`src/rtl/lag_channel_rx_buffer.sv`:
```
// lag_channel_rx_buffer: credit-returning FWFT receive FIFO for a router-to-router channel
module lag_channel_rx_buffer #(
  parameter int FLIT_W = 64,
  parameter int DEPTH = 4,
  localparam int CNT_W = $clog2(DEPTH + 1)
) (
  input  logic              clk,
  input  logic              rst,
  input  logic [FLIT_W-1:0] flit_in,
  input  logic              flit_valid_in,
  output logic [FLIT_W-1:0] flit_out,
  output logic              flit_valid_out,
  input  logic              flit_ready_in,
  output logic              credit_out,
  output logic [CNT_W-1:0]  occupancy,
  output logic              overflow_err
);
  localparam int PTR_W = $clog2(DEPTH);
  logic [FLIT_W-1:0] mem [DEPTH];
  logic [PTR_W-1:0] wr_ptr, rd_ptr;
  logic full, pop, wr_en;
  function automatic logic [PTR_W-1:0] inc(input logic [PTR_W-1:0] p);
    return p == PTR_W'(DEPTH - 1) ? '0 : p + 1'b1;
  endfunction
  assign full = occupancy == CNT_W'(DEPTH);
  assign pop = flit_valid_out & flit_ready_in;
  // a push into a full buffer only lands when the same cycle's pop frees a slot
  assign wr_en = flit_valid_in & (~full | pop);
  assign flit_valid_out = occupancy != '0;
  assign flit_out = flit_valid_out ? mem[rd_ptr] : '0;
  // storage is deliberately left unreset; occupancy gates what is visible
  always_ff @(posedge clk) begin
    if (wr_en) mem[wr_ptr] <= flit_in;
  end
  // pointers, occupancy, credit return and the sticky overflow flag
  always_ff @(posedge clk or posedge rst) begin
    if (rst) begin
      wr_ptr <= '0;
      rd_ptr <= '0;
      occupancy <= '0;
      credit_out <= 1'b0;
      overflow_err <= 1'b0;
    end else begin
      wr_ptr <= wr_en ? inc(wr_ptr) : wr_ptr;
      rd_ptr <= pop ? inc(rd_ptr) : rd_ptr;
      occupancy <= occupancy + CNT_W'(wr_en) - CNT_W'(pop);
      credit_out <= pop;
      overflow_err <= overflow_err | (flit_valid_in & full & ~pop);
    end
  end
endmodule

```
`config.mk`:
```
export PLATFORM = sky130hd
export DESIGN_NAME = lag_channel_rx_buffer
export DESIGN_NICKNAME = d
export VERILOG_FILES = /design/src/rtl/lag_channel_rx_buffer.sv
export SDC_FILE = /design/constraint.sdc
export NUM_CORES = 1
export LEC_CHECK = 0
export BUFFER_PORTS_ARGS = -buffer_cell sky130_fd_sc_hd__buf_2
export CAP_MARGIN = 40
export CORE_UTILIZATION = 57
export CTS_CLUSTER_DIAMETER = 80
export CTS_CLUSTER_SIZE = 12
export DETAILED_ROUTE_END_ITERATION = 10
export PLACE_DENSITY = 0.84
export SLEW_MARGIN = 40
export SYNTH_ARGS = -nofsm -noshare
export SYNTH_HDL_FRONTEND = slang
export SYNTH_SLANG_ARGS = --single-unit
```
`constraint.sdc`:
```
create_clock -name clk -period 3.8 [get_ports clk]
set_clock_uncertainty 0.1 [all_clocks]
set_input_delay 0.19 -clock clk [delete_from_list [all_inputs] [get_ports clk]]
set_output_delay 0.19 -clock clk [all_outputs]
set_load 0.05 [all_outputs]
```
==> impl_metrics.csv <==
group,metric,value,unit
grt,top_usage_layer,"met2",
drt,dr.pass1.iters,6,
grt,grtUsageMet2,35.13,%
sta,worst-slew-pin-transition,0.6499,ns
sta,grt_setup_unrepaired,"false",
sta,slew_viol_final,0,
critical_path,r2r-end,"occupancy[2]$_DFF_PP0_",
critical_path,cp.required,3.51,ns
grt,maximum_number_of_pins_on_one_net_before_global_route_repair,66,
logic_synthesis,netlist_area,10140,µm²
logic_synthesis,yosys_warnings,0,
critical_path,reg2reg_start,"occupancy[1]$_DFF_PP0_",
floorplanning,die_height,135.4,µm
clock_network,post_cts_resize_count,0,
final_layout,final_net_count,743,
final_layout,most-common-layout-cells,"256 x sky130_fd_sc_hd__edfxtp_1, 137 x sky130_fd_sc_hd__buf_2, 68 x sky130_fd_sc_hd__dlygate4sd3_1",
placed_design,place_congestion,0.6913,
clock_network,clkSlewWorstSetupHoldPaths,0.06,ns
sta,finalHoldViolations,0,
floorplanning,top_level_ports,138,
logic_synthesis,synth_area_per_cell,22.75,µm²
grt,antenna_found_initial,1,
grt,global_route.overflow_total,0,
logic_synthesis,post_synthesis_register_bit_count,265,
critical_path,critPathLaunch,"rd_ptr[0]$_DFFE_PP0N_",
clock_network,cts_hold_buf,68,
logic_synthesis,synth_largest_type_area_fraction,75.78,%
floorplanning,die_x,135.4,µm
sta,setup_total_negative_slack,0,ns
critical_path,cpPeakStageDelay,0.75,ns
floorplanning,placementRows,48,
drt,route.detailed.drc,0,
logic_synthesis,synth.largest_area_cell,"sky130_fd_sc_hd__edfxtp_1",
clock_network,cts_inserted_buffers,26,
clock_network,post-cts-setup-buffer-count,0,
sta,post-route-min-period,2.949,ns
floorplanning,design.die.area,18340,µm²
grt,grt.met3_usage,3.704,%
sta,max-slew-margin-rel,56.68,%
grt,grt_pass1_vias,5439,
logic_synthesis,synth_sequential_area_ratio,78.00,%
placed_design,detailedPlacementHpwl,10780,µm
critical_path,crit_slowest_cell,"sky130_fd_sc_hd__dfrtp_4",
critical_path,critPathBufInv,2,
drt,antenna_left,0,
hold_path,hold_class,"primary input to async pin",
critical_path,worst-r2r-cell-count,10,
drt,via_count,5079,
sta,max_clock_freq,339.1,MHz
floorplanning,placeableCoreArea,17360,µm²
sta,setup-violations-final,0,
critical_path,crit_family,"flip-flops",
logic_synthesis,synth_cell_type_count,17,
clock_network,cts_htree_levels,1,
run_status,outcome,"completed",
final_layout,final_core_util,72.45,%
clock_network,root_buffer,"sky130_fd_sc_hd__clkbuf_16",
logic_synthesis,netlist_top_cells_area,"sky130_fd_sc_hd__edfxtp_1 76%, sky130_fd_sc_hd__mux4_2 14%, sky130_fd_sc_hd__and2_1 4.3%",
critical_path,max_fo_critical_path,25,
clock_network,number_of_buffers_between_clock_root_and_the_deepest_sink,3,
grt,grt_pass1_wl,29390,µm
logic_synthesis,synth.net_count,522,
critical_path,critical_path_class,"flop to primary output",
placed_design,portBuffers,137,
drt,viasPerCell,5.625,
clock_network,cts_tree,"yes",
final_layout,layout.cells.non_filler,903,
drt,totalWireLength,18940,µm
critical_path,timing.reg2reg.setup_slack,1.17,ns
grt,grt_use_total,21.51,%
critical_path,worst_setup_path_start_kind,"flop",
run,max-cap-violations,0,
placed_design,dp.cells,796,
critical_path,crit_chain,"buf_4 -> mux4_2 -> and2_1 -> buf_2",
logic_synthesis,instance_count_of_the_mapped_netlist,446,
floorplanning,floorplan.initialDensity,58.45,%
sta,period_utilization_post_route,77.61,%
clock_network,worstSkewPairLatency,0.51,ns
final_layout,layout-drive-gt1-share,36.78,%
final_layout,mostFrequentLayoutCell,"sky130_fd_sc_hd__edfxtp_1",
critical_path,total_number_of_cells_along_the_worst_setup_path,4,
critical_path,worstSetupEndpointType,"primary output",
final_layout,synthToLayoutAreaGrowth,23.95,%
critical_path,worst_setup_endpoint,"flit_out[2]",
drt,post_drt_wl_per_cell,20.97,µm
critical_path,critPathArrivalTime,2.66,ns
drt,drt_first_iter_violations,323,
grt,grtUsageMet1,29.74,%
clock_network,cts_num_sinks,265,
## state kept, by name (all words and copies together) (netlist names)
name / count
credit_out: 1
mem: 256
occupancy: 3
overflow_err: 1
rd_ptr: 2
wr_ptr: 2
## worst min path at each step
stage                     slack [ns]  depth (start not counted)                     end  from
after floorplan                -0.08                          1    credit_out$_DFF_PP0_   rst
after global placement          0.04                          2  overflow_err$_DFF_PP0_   rst
after detailed placement        0.07                          2  occupancy[0]$_DFF_PP0_   rst
after CTS                       0.08                          3  overflow_err$_DFF_PP0_   rst
after global routing             0.1                          3    credit_out$_DFF_PP0_   rst
final                           0.08                          3  occupancy[0]$_DFF_PP0_   rst
## synthesized netlist by cell type (all sizes together)
cell type / number
edfxtp: 256
and2: 69
mux4: 64
buf: 13
dfrtp: 9
clkbuf: 8
ha: 7
inv: 7
mux2: 4
nor2: 2
xnor2: 2
a21o: 1
fa: 1
nor2b: 1
nor4b: 1
or3: 1
## metrics by stage
stage	worst slack [ns]	area, µm²	hold WS (ns)
2_1_floorplan	0.5650	10140	-0.08208
3_3_place_gp	1.312	11040	0.04483
3_5_place_dp	1.169	11170	0.06929
4_1_cts	0.7543	12570	0.07559
5_1_grt	0.6668	12570	0.09520
6_report	0.8508	12570	0.08203
## area by class of cell
class,instances,area (µm²)
clock inverter,1,11.26
inverter,7,26.28
timing repair buffer,214,1529
tap,225,281.5
sequential,265,7920
antenna,1,2.502
clock buffer,37,713.2
fill,1028,4782
multi-input combinational,153,2091
## metal layers
metal,routed length (µm),vias up
li1,-,2241
met4,362,0
met2,9393,173
met5,0,-
met3,1119,33
met1,8063,2632
## logic make-up (layout without fill, tap and decap cells)
group                      Yosys count  in the layout  share of synthesized area (%)
DFF                                265            265                          78.00
muxes                               68             68                          14.65
xor gates and xnor gates             2              2                         0.1727
and+or+nand+nor                     74             74                          4.539
buffers and inverters               28            259                          1.505
other                                0              1                              0
adders and majority gates            8              8                          1.061
AOI/OAI and AO/OA                    1              1                        0.07403
## worst reg2reg max path: cells and delay by family (launching register included)
| family | cells | cell delay, ns |
|---|---|---|
| fa+ha+maj | 3 | 0.77 |
| simple gates | 2 | 0.69 |
| flops | 1 | 0.45 |
| xor+xnor | 2 | 0.33 |
| buf+inv | 3 | 0.21 |
Power is left out: the tool's default activity adds up to more than one toggle a clock period on the data nets, which glitch-free logic cannot reach.
